**config.mk**
```make
export PLATFORM = sky130hd
export DESIGN_NAME = soc_decerr_slave
export DESIGN_NICKNAME = d
export VERILOG_FILES = /design/src/rtl/soc_decerr_slave_pkg.sv /design/src/rtl/soc_decerr_slave_rd_gen.sv /design/src/rtl/soc_decerr_slave.sv
export SDC_FILE = /design/constraint.sdc
export NUM_CORES = 1
export LEC_CHECK = 0
export BUFFER_PORTS_ARGS = -buffer_cell sky130_fd_sc_hd__buf_2
export CORE_AREA = 2 2 120 122
export DETAILED_ROUTE_END_ITERATION = 8
export DIE_AREA = 0 0 122 124
export GPL_TIMING_DRIVEN = 0
export PLACE_DENSITY = 0.53
export SYNTH_ARGS = -nofsm -noshare
export SYNTH_HDL_FRONTEND = slang
export SYNTH_SLANG_ARGS = --single-unit
export TNS_END_PERCENT = 30
```
**constraint.sdc**
```tcl
create_clock -name clk_i -period 2.4 [get_ports clk_i]
set_clock_uncertainty 0.15 [all_clocks]
set_input_delay 0.48 -clock clk_i [delete_from_list [all_inputs] [get_ports clk_i]]
set_output_delay 0.48 -clock clk_i [all_outputs]
set_load 0.02 [all_outputs]
```
**src/rtl/soc_decerr_slave_pkg.sv**
```systemverilog
// Shared SoC constants for the crossbar default slave.
// Response code and read filler pattern returned on decode errors.
package ariane_soc;

  localparam int unsigned IdWidthSlave = 6;

  localparam logic [1:0] AxiRespDecErr = 2'b11;

  localparam logic [63:0] DecErrRdata = 64'hBADC_AB1E_BADC_AB1E;

endpackage

```
**src/rtl/soc_decerr_slave_rd_gen.sv**
```systemverilog
// Read side of the decode-error slave.
// Accepts one AR, then returns ar_len+1 DECERR beats.
module soc_decerr_rd_gen
  import ariane_soc::*;
#(
  parameter int unsigned IdWidth   = IdWidthSlave,
  parameter int unsigned DataWidth = 64
) (
  input  logic                 clk_i,
  input  logic                 rst_i,
  input  logic [IdWidth-1:0]   ar_id_i,
  input  logic [7:0]           ar_len_i,
  input  logic                 ar_valid_i,
  output logic                 ar_ready_o,
  output logic [IdWidth-1:0]   r_id_o,
  output logic [DataWidth-1:0] r_data_o,
  output logic [1:0]           r_resp_o,
  output logic                 r_last_o,
  output logic                 r_valid_o,
  input  logic                 r_ready_i
);

  typedef enum logic {
    R_IDLE,
    R_DATA
  } rstate_e;

  rstate_e              state_q;
  logic [7:0]           cnt_q;
  logic                 ar_ready_q;
  logic                 r_valid_q;
  logic                 r_last_q;
  logic [IdWidth-1:0]   r_id_q;

  // Read FSM: counter holds the beats still to send after the current one
  always_ff @(posedge clk_i) begin
    if (rst_i) begin
      state_q    <= R_IDLE;
      cnt_q      <= '0;
      ar_ready_q <= 1'b1;
      r_valid_q  <= 1'b0;
      r_last_q   <= 1'b0;
      r_id_q     <= '0;
    end else begin
      unique case (state_q)
        R_IDLE: begin
          if (ar_valid_i) begin
            state_q    <= R_DATA;
            cnt_q      <= ar_len_i;
            ar_ready_q <= 1'b0;
            r_valid_q  <= 1'b1;
            r_last_q   <= (ar_len_i == 8'd0);
            r_id_q     <= ar_id_i;
          end
        end
        R_DATA: begin
          if (r_ready_i) begin
            if (cnt_q == 8'd0) begin
              state_q    <= R_IDLE;
              ar_ready_q <= 1'b1;
              r_valid_q  <= 1'b0;
              r_last_q   <= 1'b0;
            end else begin
              cnt_q    <= cnt_q - 8'd1;
              r_last_q <= (cnt_q == 8'd1);
            end
          end
        end
        default: state_q <= R_IDLE;
      endcase
    end
  end

  assign ar_ready_o = ar_ready_q;
  assign r_valid_o  = r_valid_q;
  assign r_last_o   = r_last_q;
  assign r_id_o     = r_id_q;
  assign r_resp_o   = AxiRespDecErr;
  assign r_data_o   = r_valid_q ? DataWidth'(DecErrRdata) : '0;

endmodule

```
**src/rtl/soc_decerr_slave.sv**
```systemverilog
// AXI4 crossbar default slave: answers every burst with DECERR.
// Optional first-error address capture under SOC_DECERR_CAPTURE_EN.
module soc_decerr_slave
  import ariane_soc::*;
#(
  parameter int unsigned IdWidth   = IdWidthSlave,
  parameter int unsigned AddrWidth = 64,
  parameter int unsigned DataWidth = 64
) (
  input  logic                 clk_i,
  input  logic                 rst_i,
  input  logic [IdWidth-1:0]   aw_id_i,
  input  logic [AddrWidth-1:0] aw_addr_i,
  input  logic                 aw_valid_i,
  output logic                 aw_ready_o,
  input  logic                 w_last_i,
  input  logic                 w_valid_i,
  output logic                 w_ready_o,
  output logic [IdWidth-1:0]   b_id_o,
  output logic [1:0]           b_resp_o,
  output logic                 b_valid_o,
  input  logic                 b_ready_i,
  input  logic [IdWidth-1:0]   ar_id_i,
  input  logic [AddrWidth-1:0] ar_addr_i,
  input  logic [7:0]           ar_len_i,
  input  logic                 ar_valid_i,
  output logic                 ar_ready_o,
  output logic [IdWidth-1:0]   r_id_o,
  output logic [DataWidth-1:0] r_data_o,
  output logic [1:0]           r_resp_o,
  output logic                 r_last_o,
  output logic                 r_valid_o,
  input  logic                 r_ready_i,
  output logic                 err_valid_o,
  output logic [AddrWidth-1:0] err_addr_o,
  output logic                 err_is_write_o,
  input  logic                 err_clear_i
);

  typedef enum logic [1:0] {
    W_IDLE,
    W_DATA,
    W_RESP
  } wstate_e;

  wstate_e            wstate_q;
  logic               aw_ready_q;
  logic               w_ready_q;
  logic               b_valid_q;
  logic [IdWidth-1:0] b_id_q;

  // Write FSM: take AW, swallow W beats until last, then hold B
  always_ff @(posedge clk_i) begin
    if (rst_i) begin
      wstate_q   <= W_IDLE;
      aw_ready_q <= 1'b1;
      w_ready_q  <= 1'b0;
      b_valid_q  <= 1'b0;
      b_id_q     <= '0;
    end else begin
      unique case (wstate_q)
        W_IDLE: begin
          if (aw_valid_i) begin
            wstate_q   <= W_DATA;
            aw_ready_q <= 1'b0;
            w_ready_q  <= 1'b1;
            b_id_q     <= aw_id_i;
          end
        end
        W_DATA: begin
          if (w_valid_i && w_last_i) begin
            wstate_q  <= W_RESP;
            w_ready_q <= 1'b0;
            b_valid_q <= 1'b1;
          end
        end
        W_RESP: begin
          if (b_ready_i) begin
            wstate_q   <= W_IDLE;
            b_valid_q  <= 1'b0;
            aw_ready_q <= 1'b1;
          end
        end
        default: wstate_q <= W_IDLE;
      endcase
    end
  end

  assign aw_ready_o = aw_ready_q;
  assign w_ready_o  = w_ready_q;
  assign b_valid_o  = b_valid_q;
  assign b_id_o     = b_id_q;
  assign b_resp_o   = AxiRespDecErr;

  soc_decerr_rd_gen #(
    .IdWidth   (IdWidth),
    .DataWidth (DataWidth)
  ) u_rd_gen (
    .clk_i      (clk_i),
    .rst_i      (rst_i),
    .ar_id_i    (ar_id_i),
    .ar_len_i   (ar_len_i),
    .ar_valid_i (ar_valid_i),
    .ar_ready_o (ar_ready_o),
    .r_id_o     (r_id_o),
    .r_data_o   (r_data_o),
    .r_resp_o   (r_resp_o),
    .r_last_o   (r_last_o),
    .r_valid_o  (r_valid_o),
    .r_ready_i  (r_ready_i)
  );

`ifdef SOC_DECERR_CAPTURE_EN
  logic                 aw_hs;
  logic                 ar_hs;
  logic                 arm;
  logic                 err_valid_q;
  logic                 err_is_write_q;
  logic [AddrWidth-1:0] err_addr_q;

  assign aw_hs = aw_valid_i && aw_ready_o;
  assign ar_hs = ar_valid_i && ar_ready_o;
  assign arm   = !err_valid_q || err_clear_i;

  // First-error capture; writes win a same-cycle tie
  always_ff @(posedge clk_i) begin
    if (rst_i) begin
      err_valid_q    <= 1'b0;
      err_is_write_q <= 1'b0;
      err_addr_q     <= '0;
    end else if (arm && aw_hs) begin
      err_valid_q    <= 1'b1;
      err_is_write_q <= 1'b1;
      err_addr_q     <= aw_addr_i;
    end else if (arm && ar_hs) begin
      err_valid_q    <= 1'b1;
      err_is_write_q <= 1'b0;
      err_addr_q     <= ar_addr_i;
    end else if (err_clear_i) begin
      err_valid_q    <= 1'b0;
      err_is_write_q <= 1'b0;
      err_addr_q     <= '0;
    end
  end

  assign err_valid_o    = err_valid_q;
  assign err_is_write_o = err_is_write_q;
  assign err_addr_o     = err_addr_q;
`else
  logic unused_cap;
  assign unused_cap     = ^{aw_addr_i, ar_addr_i, err_clear_i};
  assign err_valid_o    = 1'b0;
  assign err_is_write_o = 1'b0;
  assign err_addr_o     = '0;
`endif

endmodule

```
=== Word level (Yosys, flattened, before mapping) ===
Cells that the tools add are included.

* Equal/unequal tests: 10
* Reduce and logical (&&, ||, !) cells: 16
* Mux-type cells: 34
* Add/subtract/negate cells: 1
* Bitwise gates (word level): 1

{| class="wikitable"
|+ Operators with widths
! cell !! number
|-
| $mux W64 || 1
|-
| $mux W8 || 3
|-
| $mux W1 || 18
|-
| $reduce_and A3 Y1 || 6
|-
| $logic_not A8 Y1 || 2
|-
| $pmux W8 S2 || 1
|-
| $ne A2 B2 Y1 const B || 7
|-
| $pmux W1 S2 || 7
|-
| $eq A8 B1 Y1 const B || 1
|-
| $sub A8 B1 Y8 const B || 1
|-
| $mux W2 || 3
|-
| $pmux W2 S3 || 1
|-
| $reduce_and A2 Y1 || 3
|-
| $reduce_bool A2 Y1 || 3
|-
| $eq A2 B1 Y1 const B || 1
|-
| $eq A2 B2 Y1 const B || 1
|-
| $logic_not A2 Y1 || 1
|-
| $logic_and A1 B1 Y1 || 1
|-
| $not A1 Y1 || 1
|}

* Word-level logic and storage cells: 73
* Output and inout port bits: 152
* Input bits: 157
* Bits in registers: 29

=== Depth between registers and ports, before layout ===
Gate-level depths: netlist (run 1).

* Depth in word-level cells: 4
* Depth in mapped cells: 6
* Depth with buffers taken out: 6

=== Cells and area by module ===
Synthesis (run 1) repeated with hierarchy kept, for this count alone.

* Cell total of the unflattened synthesis: 304
* Area total of the unflattened synthesis: 2,482.4 µm²

{| class="wikitable"
|+ Modules (own cells, without submodules)
! module !! area each (µm²) !! cells each !! sequential area each (µm²) !! times used
|-
| soc_decerr_rd_gen || 1,485.2 || 187 || 360.3 || 1
|-
| soc_decerr_slave || 997.2 || 117 || 220.2 || 1
|}

=== Worst setup path after synthesis (run 1) ===
OpenSTA, ideal clock, no wires.

* Kind: reg-to-output
* Start point: register u_rd_gen.r_valid_q (netlist: u_rd_gen.r_valid_o)
* End point: output port r_data_o[11]
* Arrival: 1.309 ns
* Buffers on the path: 1
* Stages on the path, launching flop included: 2
* Path slack: 0.461 ns
* Data required time: 1.770 ns
* Cell sequence: dfxtp_1 > buf_4

* Longest elaborated chain between the ends: 1

{| class="wikitable"
|+ RTL lines
! item !! line !! RTL
|-
| from (decl) || soc_decerr_slave_rd_gen.sv:31 || <nowiki>logic r_valid_q;</nowiki>
|-
| from (signal assigned) || soc_decerr_slave_rd_gen.sv:41 || <nowiki>r_valid_q <= 1'b0;</nowiki>
|-
| from (signal assigned) || soc_decerr_slave_rd_gen.sv:51 || <nowiki>r_valid_q <= 1'b1;</nowiki>
|-
| from (signal assigned) || soc_decerr_slave_rd_gen.sv:61 || <nowiki>r_valid_q <= 1'b0;</nowiki>
|-
| $mux W64 || soc_decerr_slave_rd_gen.sv:79 || <nowiki>assign r_data_o = r_valid_q ? DataWidth'(DecErrRdata) : '0;</nowiki>
|-
| to (decl) || soc_decerr_slave.sv:29 || <nowiki>output logic [DataWidth-1:0] r_data_o,</nowiki>
|}

No other way between the ends.

=== Final worst setup path (run 1) ===
* Start point: register u_rd_gen.cnt_q[0]
* End point: register u_rd_gen.cnt_q[4]

* Longest elaborated chain between the ends: 4
* Elaborated cells on any way between the ends: 7
* Classes of those cells: 1 x add/sub; 1 x eq/ne; 3 x mux; 2 x reduce/logical

{| class="wikitable"
|+ RTL lines
! item !! line !! RTL
|-
| from (decl) || soc_decerr_slave_rd_gen.sv:29 || <nowiki>logic [7:0] cnt_q;</nowiki>
|-
| from (signal assigned) || soc_decerr_slave_rd_gen.sv:49 || <nowiki>cnt_q <= ar_len_i;</nowiki>
|-
| from (signal assigned) || soc_decerr_slave_rd_gen.sv:64 || <nowiki>cnt_q <= cnt_q - 8'd1;</nowiki>
|-
| $sub A8 B1 Y8 || soc_decerr_slave_rd_gen.sv:64 ||
|-
| $mux W8 || soc_decerr_slave_rd_gen.sv:58 || <nowiki>if (cnt_q == 8'd0) begin</nowiki>
|-
| $mux W8 || soc_decerr_slave_rd_gen.sv:57 || <nowiki>if (r_ready_i) begin</nowiki>
|-
| $pmux W8 S2 || soc_decerr_slave_rd_gen.sv:45 || <nowiki>unique case (state_q)</nowiki>
|}

Several ways; a longest one is shown, not always the timed one. The select of a mux whose other input is x is not followed.
A chain may end at the register's enable or synchronous reset.

==> impl_metrics.csv, run 1 <==
group,metric,value,unit
status,status,"finished, final reports clean",
drt,vias,2097,
yosys,synth_mux_area_frac,0.03804,
yosys,synth_seq_cells,29,
floorplan,io_pins,309,
sta,final_max_slew_viol_count,0,
sta,fmax,464.7,MHz
critical_path,r2r_setup_slack,0.25,ns
global_routing,grt_pass1_vias,1614,
critical_path,crit_start,"u_rd_gen.cnt_q[0]",
drt,first_pass_iters,4,
clocking,cts-root-buf,"clkbuf_16",
yosys,yosys.area_share.xor_xnor,0,
layout,mostFrequentLayoutCells,"buf_4, conb_1, buf_2, dfxtp_1, a21oi_1",
drt,via_per_inst,3.149,
clocking,htreeDepth,2,
floorplan,die_area,15130,sq um
sta,setup_viol,0,
sta,worstMarginPinSlew,0.7798,ns
yosys,synthCells,302,
layout,mostFrequentLayoutCell,"buf_4",
sta,min_period,2.152,ns
layout,drive_gt1_frac,0.4794,
sta,min_period_over_period,0.8966,
power_and_ir_drop,power.density,576.2,nW/um^2
clocking,cts_tree,"yes",
placement,gp_congestion,0.7392,
floorplan,initial_core_util,0.1750,
clocking,cts_made_buffers,5,
clocking,post_cts_buffers,0,
critical_path,arrival,2.14,ns
global_routing,grt_usage,0.06979,
critical_path,setup.worst_path.start_class,"flip-flop",
yosys,synth-adder-area-share,0.01563,
layout,ff_latch_area,581.8,sq um
power_and_ir_drop,leakagePower,2.005,nW
yosys,synth_compound_area_frac,0.1271,
global_routing,grt_max_degree,41,
hold_path,holdPathEnd,"b_id_o[1]",
yosys,synth-seq-area-share,0.2418,
drt,wire_per_inst,8.908,um
hold_path,holdPathStages,3,
hold_path,hold_start,"aw_id_i[1]",
drt,route.antenna.remaining_nets,0,
yosys,synth_top_family_by_area,"buffers and inverters",
floorplan,coreArea,13720,sq um
global_routing,grt-ovfl-total,0,
floorplan,fp-row-count,43,
drt,drc,0,
floorplan,die-width,122,um
critical_path,crit_fanout,6,
yosys,synth-simple-area-share,0.1334,
clocking,clk_latency,0.27,ns
global_routing,antenna_found_initial,0,
floorplan,fp.dieH,124,um
critical_path,rr_startpoint,"u_rd_gen.cnt_q[0]",
layout,multi_input_area,1115,sq um
critical_path,reg2reg_to,"u_rd_gen.cnt_q[4]",
sta,rsz0062_at_grt,"false",
sta,setup_tns,0,ns
critical_path,r2r_cells,6,
clocking,cts_buffer_depth,2,
critical_path,end_kind,"flip-flop",
critical_path,path_class,"flip-flop to flip-flop",
power_and_ir_drop,ir_drop,0.2644,mV
sta,maxSlewHeadroom,0.4761,
global_routing,grt_pass1_wl,8.328,mm
drt,wl,5.933,mm
yosys,synth.avg_cell_area,7.951,sq um
drt,first_iter_violations,72,
layout,fin_nets,646,
layout,fill_cells,1557,
yosys,synth_warnings,0,
yosys,synth_cell_types,40,
job,maxCapViolations,0,
hold_path,hold_class,"input pin to flip-flop",
yosys,synth_area,2401,sq um
placement,portBuffers,83,
layout,antenna_cells,0,
sta,hold_viol,0,
clocking,clkSinkCount,29,
layout,syn2layout_area_growth,48.10,%
placement,hpwl,4.904,mm
clocking,clk_pin_slew,0.05,ns
sta,hold_slack,0.2918,ns
critical_path,crit_required,2.38,ns
==> sequential cells by signal (all words and copies together) (netlist names) <==
| signal | count |
|---|---|
| u_rd_gen.cnt_q | 8 |
| b_id_o | 6 |
| u_rd_gen.r_id_o | 6 |
| wstate_q | 2 |
| aw_ready_o | 1 |
| b_valid_o | 1 |
| u_rd_gen.ar_ready_o | 1 |
| u_rd_gen.r_last_o | 1 |
| u_rd_gen.r_valid_o | 1 |
| u_rd_gen.state_q | 1 |
| w_ready_o | 1 |
==> metrics by stage <==
step / std cells / power [mW] / utilization / cell area (sq um) / worst slack [ns]
detailed placement: 659 / 1.363 / 0.2474 / 3395 / 0.1820
finish: 666 / 2.049 / 0.2592 / 3556 / 0.2482
global route: 666 / 2.174 / 0.2592 / 3556 / 0.007978
CTS: 666 / 2.065 / 0.2592 / 3556 / 0.2526
floorplan: 396 / 1.194 / - / 2754 / 0.4607
global placement: 659 / 1.366 / 0.2474 / 3395 / 0.1834
==> cell type report <==
class,instances,share of cell area
plain buffers,142,0.2913
clock buffers,5,0.03519
clock inverters,2,0.009852
inverters,6,0.006334
multi-input cells,219,0.3135
flip-flops and latches,29,0.1636
well taps,180,0.06334
repair buffers,83,0.1168
==> worst max path at each step <==
stage                        endpoint  slack [ns]  depth (start not counted)
finish              u_rd_gen.cnt_q[4]        0.25                          6
global route        u_rd_gen.cnt_q[4]       0.008                          6
CTS                 u_rd_gen.cnt_q[4]        0.25                          6
detailed placement       r_data_o[18]        0.18                          2
global placement         r_data_o[57]        0.18                          2
floorplan                r_data_o[11]        0.46                          1
==> synthesized netlist by cell type <==
cell type,number,area share
or2b_1,1,0.0031
conb_1,2,0.0031
mux2i_1,8,0.033
o31a_2,1,0.0042
nand2b_1,5,0.013
a21oi_1,20,0.042
a311oi_1,1,0.0036
buf_4,134,0.42
o32a_2,1,0.0047
clkbuf_1,5,0.0078
o21ai_0,9,0.019
nor4_1,2,0.0052
nand2_1,19,0.030
nand3_1,4,0.0083
or3_2,1,0.0031
nor4bb_1,1,0.0042
a21o_1,2,0.0063
buf_1,3,0.0047
nand3b_1,1,0.0031
mux2_2,1,0.0047
o211ai_1,1,0.0031
or4_4,1,0.0047
a41o_1,1,0.0042
nor3_1,3,0.0063
a41oi_1,1,0.0036
nor2b_1,3,0.0078
nor4b_2,1,0.0063
o21bai_1,3,0.0094
nor2_1,19,0.030
a31o_1,1,0.0036
or3_1,2,0.0052
inv_1,6,0.0094
o32ai_1,2,0.0073
a211oi_1,1,0.0031
dfxtp_1,29,0.24
o32ai_2,1,0.0068
o221ai_1,1,0.0036
or3b_2,1,0.0036
ha_1,3,0.016
a22oi_1,1,0.0031
==> critical path, stage by stage (launching register included) <==
cell     delay, ns
dfxtp_1       0.35
inv_1         0.12
ha_1          0.18
nor4b_2       0.43
a21oi_1       0.26
nor2_1        0.38
o32ai_1       0.14
==> power breakdown <==
part           internal [mW]  switching (mW)
registers              0.525          0.0499
logic                  0.337           0.441
clock network          0.481           0.215
total                   1.34           0.706
==> metal layers <==
metal	track usage	up-vias	part of all wire
li1	-	1135	-
met1	0.09093	825	0.43
met2	0.1068	131	0.41
met3	0.02793	6	0.15
met4	0.01868	0	0.0067
met5	0	-	0
==> what timing repair did <==
item	CTS	global route
endpoints found under the setup margin	39	0
hold buffers	0	0
gates resized for setup	1	0
==> logic make-up after synthesis <==
family / Yosys count
other: 2
AO/OA/AOI/OAI: 47
buffers and inverters: 148
AND/OR/NAND/NOR: 64
flip-flops: 29
multiplexers: 9
adder cells (fa/ha/maj): 3
Note: power is estimated with default switching activity, not from simulation.
==> inputs of run 2 (changes only) <==
ABC_AREA = 1   (was default)
CORE_AREA = 2 2 118 120   (was 2 2 120 122)
DIE_AREA = 0 0 120 122   (was 0 0 122 124)
PLACE_DENSITY = 0.55   (was 0.53)
SYNTH_HIERARCHICAL = 1   (was default)
==> run 2 against run 1 <==
Against the previous run:
- utilization increased by 0.31 points
- first-iteration DRC count fell by 4.2%
- fmax rose by 3.7%
- non-clock buffer count fell by 3
- die area shrank 3.2%
- critical path depth fell by 4
- area after synthesis is 0.63% higher
- sequential share of layout area increased by 0.064 points
- critical endpoint is now r_data_o[19]
- sequential cell count unchanged
- setup slack improved by 0.076 ns
==> impl_metrics.csv, run 2 <==
group,metric,value,unit
layout,drive_gt1_frac,0.4655,
layout,fin_area,3542,sq um
drt,met2_length,2.375,mm
layout,largest-register,"u_rd_gen/cnt_q",
clocking,cts-root-buf,"clkbuf_16",
placement,gp_congestion,0.7808,
sta,setup_viol,0,
critical_path,rr_startpoint,"u_rd_gen/cnt_q[0]",
yosys,yosysTopAreaCell,"buf_4",
yosys,synth_area_leaders,"buf_4, dfxtp_1, nor2_1",
sta,final_max_slew_viol_count,0,
floorplan,die-width,120,um
placement,dpl_cell_area,3402,sq um
clocking,postCtsHoldBufs,0,
yosys,synth.most_common_cell,"buf_4",
drt,vias,2192,
sta,worstMarginPinSlew,0.7289,ns
drt,wl_met1,2.334,mm
power_and_ir_drop,leakagePower,2.112,nW
critical_path,arrival,1.45,ns
drt,first_iter_violations,69,
drt,drc,0,
sta,min_period_over_period,0.8650,
global_routing,grt_pass1_vias,1696,
critical_path,crit_start,"u_rd_gen/r_valid_o",
layout,largest_reg_flops,8,
floorplan,fp.dieH,122,um
sta,maxSlewHeadroom,0.5140,
layout,fin_nets,681,
yosys,synth.avg_cell_area,7.127,sq um
sta,fmax,481.7,MHz
hold_path,holdPathStages,3,
global_routing,grt_pass1_wl,8.176,mm
critical_path,r2r_cells,10,
layout,mostFrequentLayoutCells,"buf_4, conb_1, buf_2, nor2_1, nand2_1",
yosys,synth_warnings,6,
floorplan,io_pins,309,
layout,syn2layout_area_growth,46.61,%
yosys,synth_area,2416,sq um
floorplan,coreArea,13500,sq um
clocking,cts_made_buffers,5,
sta,setup_tns,0,ns
critical_path,crit_required,1.77,ns
yosys,synth_cell_types,28,
clocking,cts_tree,"yes",
yosys,synthArstFlopShare,0,
power_and_ir_drop,ir_drop,0.2644,mV
drt,wire_per_inst,7.915,um
clocking,clk_pin_slew,0.05,ns
yosys,synth-seq-area-share,0.2403,
job,maxCapViolations,0,
yosys,synth_common_cells,"buf_4, nor2_1, nand2_1",
power_and_ir_drop,power.density,592.8,nW/um^2
clocking,clk_latency,0.27,ns
yosys,synth_top_area_frac,0.4164,
global_routing,antenna_found_initial,0,
layout,mostFrequentLayoutCell,"buf_4",
critical_path,crit_fanout,40,
critical_path,setup.worst_path.start_class,"flip-flop",
hold_path,hold_class,"input pin to flip-flop",
global_routing,grt_max_degree,41,
placement,portBuffers,83,
yosys,synth_seq_cells,29,
layout,antenna_cells,0,
drt,route.antenna.remaining_nets,0,
global_routing,grt-ovfl-total,0,
floorplan,die_area,14640,sq um
drt,via_per_inst,3.123,
clocking,clkSinkCount,29,
global_routing,grt_usage,0.06886,
sta,rsz0062_at_grt,"false",
drt,wl,5.556,mm
floorplan,initial_core_util,0.1789,
yosys,synth-edff-count,0,
placement,hpwl,4.580,mm
sta,min_period,2.076,ns
yosys,synth_ff_type,"dfxtp_1",
drt,first_pass_iters,4,
yosys,synthCells,339,
drt,wl_met3,783,um
clocking,cts_buffer_depth,2,
critical_path,end_kind,"output port",
critical_path,path_class,"flip-flop to output port",
clocking,post_cts_buffers,0,
status,status,"finished, final reports clean",
drt,highest-signal-layer,"met4",
clocking,htreeDepth,2,
sta,hold_viol,0,
floorplan,fp-row-count,43,
hold_path,hold_start,"aw_id_i[2]",
-- run 2: cell count changes after synthesis, sizes merged, moves of 5 or more --
cell | previous run | this run
a21oi | 20 | 11
inv | 6 | 22
mux2i | 8 | 0
nand2 | 19 | 36
nand2b | 5 | 0
nand3 | 4 | 12
nor2 | 19 | 50
o21ai | 9 | 25
-- run 2: layer usage --
metal / GRT usage / up-vias
li1: - / 1191
met1: 0.08710 / 849
met2: 0.1143 / 148
met3: 0.01779 / 4
met4: 0.02206 / 0
met5: 0 / -
-- run 2: power breakdown --
group | internal (mW) | switching, mW | leakage (nW)
Sequential | 0.536 | 0.0589 | 0.241
Combinational | 0.380 | 0.535 | 1.80
Clock | 0.380 | 0.211 | 0.0706
-- run 2: logic make-up after synthesis --
logic type / share of synthesized area
buf+inv: 0.4687
simple gates: 0.1849
compound gates: 0.08442
flops: 0.2403
other cells: 0.006213
fa+ha+maj: 0.01554
-- run 2: area by class of cell --
| class | instances | area (sq um) |
|---|---|---|
| fill | 1512 | 9962 |
| multi-input combinational | 240 | 1049 |
| buffer | 139 | 1041 |
| sequential | 29 | 581.8 |
| timing repair buffer | 83 | 415.4 |
| tap | 180 | 225.2 |
| clock buffer | 6 | 128.9 |
| inverter | 23 | 91.34 |
| clock inverter | 2 | 10.01 |
-- run 2: metrics by stage --
| step | cells | setup WS, ns | hold slack [ns] | power, mW | utilization |
|---|---|---|---|---|---|
| 5_1_grt | 702 | 0.2041 | 0.3065 | 2.235 | 0.2623 |
| 3_3_place_gp | 694 | 0.06236 | 0.2897 | 1.523 | 0.2519 |
| 4_1_cts | 702 | 0.2827 | 0.2988 | 2.111 | 0.2623 |
| 3_5_place_dp | 694 | 0.08089 | 0.2850 | 1.520 | 0.2519 |
| 2_1_floorplan | 431 | 0.4552 | 0.3122 | 1.327 | - |
| 6_report | 702 | 0.3241 | 0.2974 | 2.100 | 0.2623 |
-- run 2: what timing repair did --
item / CTS / global route
resized for setup: 1 / 0
endpoints found under the hold margin: 0 / 0
endpoints found under the setup margin: 39 / 0
-- run 2: final timing paths --
| kind | end | slack [ns] |
|---|---|---|
| setup / recovery | r_data_o[19] | 0.32 |
| hold / removal | b_id_o[2] | 0.30 |
| setup reg to reg | u_rd_gen/cnt_q[4] | 0.76 |
| hold reg to reg | aw_ready_o | 0.30 |
-- run 2: worst max-delay path: stages, from the launching register on --
cell	delay, ns
dfxtp_2	0.80
buf_4	0.21
buf_2	0.16
